--- src/rtl/pad6_seq.sv ---
// Mega Drive 6-button pad sequencer: tracks TH edges, expires the edge
// count after TH idles, and muxes the button nibble onto the port pins.
module pad6_seq #(
  parameter int TIMEOUT = 86000,
  parameter int TW      = 17
) (
  input  logic        clk,
  input  logic        reset,
  input  logic        six_btn,
  input  logic        th_in,
  input  logic [11:0] btn,
  output logic [5:0]  data_out,
  output logic [2:0]  phase,
  output logic        timeout_pulse
);

  localparam logic [TW-1:0] T_ARM = TW'(TIMEOUT - 2);

  logic          th_q;
  logic [TW-1:0] timer;
  logic          expired;
  logic [2:0]    k;

  logic          fall;
  logic          rise;
  logic          th_edge;
  logic          expire;
  logic [2:0]    k_base;
  logic [2:0]    k_nxt;
  logic [TW-1:0] timer_nxt;
  logic          exp_nxt;
  logic          pulse_nxt;
  logic [5:0]    data_nxt;

  logic [5:0]    hi_norm;
  logic [5:0]    hi_ext;
  logic [5:0]    lo_norm;
  logic [5:0]    lo_k3;
  logic [5:0]    lo_k4;

  // btn order: {MODE,X,Y,Z,START,C,B,A,RIGHT,LEFT,DOWN,UP}
  always_comb begin
    hi_norm = ~{btn[6], btn[5], btn[3:0]};
    hi_ext  = ~{btn[6], btn[5], btn[11], btn[10], btn[9], btn[8]};
    lo_norm = {~btn[7], ~btn[4], 2'b00, ~btn[1], ~btn[0]};
    lo_k3   = {~btn[7], ~btn[4], 4'b0000};
    lo_k4   = {~btn[7], ~btn[4], 4'b1111};
  end

  always_comb begin
    fall    = th_q & ~th_in;
    rise    = ~th_q & th_in;
    th_edge = fall | rise;
    expire  = ~expired & (timer == T_ARM);

    // an edge in the expiry cycle counts from the expired (zero) count
    k_base = expire ? 3'd0 : k;
    k_nxt  = k_base;
    if (fall && (k_base != 3'd7))
      k_nxt = k_base + 3'd1;

    timer_nxt = timer;
    exp_nxt   = expired;
    pulse_nxt = 1'b0;
    if (th_edge) begin
      timer_nxt = '0;
      exp_nxt   = 1'b0;
    end else if (expire) begin
      timer_nxt = timer + 1'b1;
      exp_nxt   = 1'b1;
      pulse_nxt = 1'b1;
    end else if (!expired) begin
      timer_nxt = timer + 1'b1;
    end
  end

  always_comb begin
    data_nxt = lo_norm;
    unique case (1'b1)
      (th_in && six_btn && k_nxt == 3'd3):   data_nxt = hi_ext;
      (th_in && !(six_btn && k_nxt == 3'd3)): data_nxt = hi_norm;
      (!th_in && six_btn && k_nxt == 3'd3):  data_nxt = lo_k3;
      (!th_in && six_btn && k_nxt == 3'd4):  data_nxt = lo_k4;
      (!th_in && !(six_btn && (k_nxt == 3'd3 || k_nxt == 3'd4))):
        data_nxt = lo_norm;
      default: data_nxt = lo_norm;
    endcase
  end

  always_ff @(posedge clk) begin
    if (reset) begin
      th_q          <= 1'b1;
      timer         <= '0;
      expired       <= 1'b0;
      k             <= 3'd0;
      timeout_pulse <= 1'b0;
      data_out      <= 6'h3F;
    end else begin
      th_q          <= th_in;
      timer         <= timer_nxt;
      expired       <= exp_nxt;
      k             <= k_nxt;
      timeout_pulse <= pulse_nxt;
      data_out      <= data_nxt;
    end
  end

  assign phase = k;

endmodule

--- config.mk ---
export PLATFORM = sky130hd
export DESIGN_NAME = pad6_seq
export DESIGN_NICKNAME = d
export VERILOG_FILES = /design/src/rtl/pad6_seq.sv
export SDC_FILE = /design/constraint.sdc
export NUM_CORES = 1
export LEC_CHECK = 0
export BUFFER_PORTS_ARGS = -buffer_cell sky130_fd_sc_hd__buf_2
export CORE_UTILIZATION = 30
export CTS_CLUSTER_DIAMETER = 120
export DETAILED_ROUTE_END_ITERATION = 10
export PLACE_DENSITY_LB_ADDON = 0.05
export REMOVE_ABC_BUFFERS = 1
export SETUP_SLACK_MARGIN = 0.05
export SYNTH_ARGS = -nofsm -noshare
export SYNTH_HDL_FRONTEND = slang
export SYNTH_SLANG_ARGS = --single-unit
export TNS_END_PERCENT = 30
--- constraint.sdc ---
create_clock -name clk -period 2.78 [get_ports clk]
set_input_delay 0.139 -clock clk [delete_from_list [all_inputs] [get_ports clk]]
set_output_delay 0.139 -clock clk [all_outputs]
set_load 0.03 [all_outputs]
== Yosys cells after proc, flatten, opt, wreduce, memory -nomap -nowiden ==
Index checks and enable logic that the tools add are counted.

* Register bits after elaboration: 29
* Logic and storage cells: 43
* Memory bits (read-only): 0
* Output and inout bits: 10
* Memory bits (writable): 0
* Bits in latches: 0
* Memories kept: 0

* $mul: 0
* Multiplexer cells: 6
* Bitwise gates (word level): 13
* Div/mod/pow operators: 0
* Order comparisons: 0
* Reductions and logical operators: 11
* Equality and inequality tests: 5
* Shift-type cells: 0
* $add $sub $neg: 2

{| class="wikitable"
|+ Operators by type and width
! operator !! number
|-
| 17-bit two-way mux || 2
|-
| 6-bit one-hot mux with 4 select lines || 1
|-
| 17-bit by 1-bit adder with 17-bit output, second input constant || 1
|-
| 17-bit equality test, second input constant || 1
|-
| 6-bit NOT || 2
|-
| 1-bit logical AND || 8
|-
| 1-bit NOT || 7
|-
| 3-bit two-way mux || 2
|-
| 3-bit by 1-bit adder with 3-bit output, second input constant || 1
|-
| 1-bit AND || 3
|-
| 3-bit by 2-bit equality test with 1-bit output, second input constant || 1
|-
| 3-bit equality test, second input constant || 1
|-
| 3-bit != test, second input constant || 1
|-
| 1-bit logical NOT || 2
|-
| 2-bit by 1-bit != test with 1-bit output, second input constant || 1
|-
| 2-bit OR reduction || 1
|-
| 1-bit two-way mux || 1
|-
| 1-bit OR || 1
|}

== Depth between registers and ports, before layout ==
* Depth in word-level cells: 11
* Mapped depth: 15
* Gate-level depth less buffers: 14

== Least setup slack after synthesis ==
OpenSTA, ideal clock, no wires.

* Kind: reg2reg
* Start point: reg timer[0]
* End point: reg data_out[2]
* Clock period less this slack: 2.836 ns
* Buffers on the path: 1
* Data arrival time: 2.769 ns
* Cell stages (with the launch flop): 16
* Slack: -0.056 ns
* Required time: 2.713 ns
* Library setup time: 0.067 ns
* Cell sequence: dfxtp_1 -> inv_1 -> ha_1 -> and4bb_2 -> nand4_2 -> o21ai_2 -> inv_1 -> ha_1 -> ha_1 -> nand2b_1 -> buf_4 -> mux2_2 -> o21ai_2 -> o311ai_4 -> mux2_4 -> o21ai_2

* Longest elaborated chain between the ends: 11

{| class="wikitable"
|+ RTL lines
! element !! line !! text
|-
| start: declaration || 20 || <nowiki>logic [TW-1:0] timer;</nowiki>
|-
| start signal: assignment || 100 || <nowiki>timer <= timer_nxt;</nowiki>
|-
| 17-bit equality test * || 54 || <nowiki>expire = ~expired & (timer == T_ARM);</nowiki>
|-
| 1-bit AND * || 54 ||
|-
| 3-bit two-way mux * || 57 || <nowiki>k_base = expire ? 3'd0 : k;</nowiki>
|-
| branches (longest 2 deep; another with 3-bit by 1-bit adder with 3-bit output) || -- ||
|-
| 3-bit two-way mux * || 59 || <nowiki>if (fall && (k_base != 3'd7))</nowiki>
|-
| 3-bit by 2-bit equality test with 1-bit output || -- ||
|-
| 1-bit logical AND || 81 || <nowiki>(th_in && !(six_btn && k_nxt == 3'd3)): data_nxt = hi_norm;</nowiki>
|-
| 1-bit logical NOT || 81 ||
|-
| 1-bit logical AND || 81 ||
|-
| 6-bit one-hot mux with 4 select lines * || 79 || <nowiki>unique case (1'b1)</nowiki>
|-
| end signal: assignment || 104 || <nowiki>data_out <= data_nxt;</nowiki>
|-
| end: declaration || 12 || <nowiki>output logic [5:0] data_out,</nowiki>
|}

Every way passes the cells marked *.
A chain may end at the register's enable or synchronous reset.

== Final worst setup path ==
* Start point: reg timer[0]
* End point: reg data_out[3]

The elaborated chain is that of the path after synthesis.

==> key figures <==
Finish
  • Area growth syn-to-layout: 39.2%
  • Antenna Cells: 0
  • Fillers: 453
  • Layout cells sized above 1: 0.453
  • Final net count: 222
  • Final instance area: 1970 um^2

Setup path
  • CP delay by family, top: simple AND/OR/NAND/NOR gates
  • Worst path arrival time: 2.85 ns
  • Crit path to: data_out[3]
  • Worst path slowest cell: a41oi_2
  • Crit path from: timer[0]
  • Crit path top cell by count: ha_4
  • Worst Path Required: 2.94 ns
  • Reg-to-reg endpoint: data_out[3]
  • Worst setup EP type: flip-flop
  • Worst reg2reg path startpoint: timer[0]
  • Worst R2R Setup Slack: 0.09 ns
  • Crit Path Class: flip-flop to flip-flop
  • Crit-path max FO: 6
  • CP bufs+invs: 2
  • Startpoint types: flip-flop
  • Levels on crit path: 14
  • R2R depth: 14
  • CP Cell Sequence: inv_2 -> ha_4 -> and4bb_2 -> and4_4 -> nand2_2 -> and2_4 -> ha_4 -> ha_4 -> nand2b_4 -> a32oi_1 -> nor3b_1 -> a41oi_2 -> buf_4 -> o21ai_2
  • CP max stage delay: 0.33 ns

Die
  • Die area: 5000 um^2
  • Initial Util: 0.319
  • Core ar.: 4440 um^2
  • I/O Pins: 26
  • Die Ht: 70.7 um
  • FP Rows: 24
  • Die width: 70.7 um

Synth
  • Post-synthesis instance total: 147
  • Distinct cells, synth: 39
  • Number of synthesized flops with an enable pin: 0
  • Ys flop type: dfxtp_1
  • Post-synth top area share: 0.410
  • Most common cell in the netlist: dfxtp_1
  • Ys async rst share: 0
  • Most frequent cells after synthesis: dfxtp_1 (29), nor2_1 (24), xor2_1 (11)
  • Synth top area cells: dfxtp_1 (41%), xor2_1 (6.8%), nor2_1 (6.4%), ha_1 (4.4%), o21ai_2 (2.5%)
  • Synth area leader: dfxtp_1
  • YS warnings: 0
  • Seq/Total Area, Yosys: 0.410
  • Synthesized cell area: 1420 um^2
  • Syn Area/Cell: 9.64 um^2
  • Synthesis-stage register bit count: 29

CTS
  • CTS H-Tree Depth: 2
  • Clock Path Buffers: 2
  • CTS clk-pin slew, worst paths: 0.06 ns
  • TritonCTS clock tree: done
  • Cts hold-fix bufs: 0
  • Clock root cell: clkbuf_8
  • CTS Buf Count: 5
  • Worst-Skew Late Latency: 0.28 ns
  • CTS Sinks: 29

Job
  • # Max-Cap Violations: 0

Global routing
  • Total global routing overflow: 0
  • Vias in the first global route: 1136
  • Initial antenna violation count: 0
  • GRT Overall Usage: 0.137
  • Largest net degree at the start of global routing: 20
  • First-pass GRT wire length: 5240 um

STA
  • Unrepaired setup endpoints after global routing: yes
  • Total negative slack: 0 ns
  • Max Freq: 372 MHz
  • Final-report setup violation count: 0
  • Period minus WS final: 2.69 ns
  • Tcrit/Tclk final: 0.967
  • Slew margin rel.: 0.494
  • Pins Over Slew Limit: 0
  • Fin Clk Skew: 0.00324 ns
  • Hold Fails Final Rpt: 0
  • Measured slew at the worst slew-check pin: 0.759 ns

Drt
  • DRT antenna net count: 0
  • DRT Wirelength: 3120 um
  • 1st-iter DRT viols: 42
  • # DRC: 10
  • Detailed-route via count: 1201
  • Vias per Instance: 4.75
  • Drt first pass iters: 7
  • Wirelength per Cell: 12.3 um

Power
  • Pwr Density: 459 nW/um^2
  • Pleak: 0.830 nW
  • Peak VDD IR: 0.255 mV

Run status
  • Failing checks: DRC
  • Status: finished with violations

Placed design
  • Area of placed instances: 1750 um^2
  • Post-detailed-placement half-perimeter wirelength: 2300 um
  • Gpl congestion: 0.787
  • Buffers added on ports: 25

Min path
  • Min-delay worst type: input pin to flip-flop
  • Hold Crit Start: btn[8]
[through the flow]
stage,hold WS (ns),setup WS [ns],util,power (mW),instances
3_5_place_dp,0.364,-0.109,0.393,0.546,242
4_1_cts,0.0674,0.0506,0.427,0.898,249
3_3_place_gp,0.358,0.0168,0.393,0.545,242
6_report,0.0857,0.0909,0.444,0.904,253
5_1_grt,0.0874,-0.00926,0.444,0.948,253
2_1_floorplan,0.211,-0.0396,-,0.504,143
[placed cells by master, fill, tap and decap left out, types with 3 or more instances in the layout]
| cell type | n |
|---|---|
| dfxtp_1 | 27 |
| buf_2 | 25 |
| buf_4 | 25 |
| nor2_1 | 24 |
| xor2_1 | 11 |
| nand2_1 | 7 |
| nand3_1 | 6 |
| clkbuf_8 | 6 |
| nand4_1 | 5 |
| xnor2_1 | 4 |
| o21ai_2 | 3 |
| and2_4 | 3 |
| or2_2 | 3 |
| nand2b_4 | 3 |
| mux2_4 | 3 |
| nor2b_1 | 3 |
| a21oi_1 | 3 |
| ha_4 | 3 |
[kinds of logic after synthesis]
| logic type | Yosys count | share of synthesized area |
|---|---|---|
| XOR/XNOR | 15 | 0.0928 |
| flip-flops | 29 | 0.410 |
| buffers and inverters | 7 | 0.0265 |
| AND/OR/NAND/NOR | 71 | 0.286 |
| multiplexers | 5 | 0.0433 |
| adder cells (fa/ha/maj) | 5 | 0.0442 |
| AO/OA/AOI/OAI | 15 | 0.0972 |
[layout make-up]
cell class / count / area [um^2] / share of cell area
clock buffer: 7 / 86.3 / 0.0438
inverter: 3 / 11.3 / 0.00571
multi-input combinational: 111 / 902 / 0.457
sequential: 29 / 583 / 0.296
tap: 52 / 65.1 / 0.0330
timing repair buffer: 51 / 324 / 0.164
[per-layer routing]
layer  share of wire  global-route usage  wire (um)  vias up
met5               0                   0          0        -
met4           0.021              0.0733         65        0
met3           0.047              0.0356        145        7
met2            0.49               0.229       1540       25
met1            0.44               0.161       1370      555
li1                -                   -          -      614
[power by group]
part | switching, mW | total, mW | internal, mW
Sequential | 0.00684 | 0.435 | 0.428
Clock | 0.147 | 0.343 | 0.196
Combinational | 0.0680 | 0.126 | 0.0581
[repair_timing]
action                                  in CTS  in global routing
buffers inserted                             0                  4
endpoints found under the setup margin       4                  4
cloned                                       0                  0
pin swaps                                    6                  7
gates resized for setup                     15                  7
[registers in the layout, summed over array words and instances, names as in the netlist]
name / count
timeout_pulse: 1
data_out: 6
th_q: 1
phase: 3
timer: 17
expired: 1
[how the worst min path moves through the flow]
stage | cells after the start | slack, ns | to
finish | 2 | 0.09 | data_out[0]
global route | 2 | 0.09 | data_out[0]
CTS | 2 | 0.07 | data_out[0]
detailed placement | 2 | 0.36 | data_out[0]
global placement | 2 | 0.36 | data_out[1]
floorplan | 1 | 0.21 | phase[1]
Note: power is estimated with default switching activity, not from simulation.
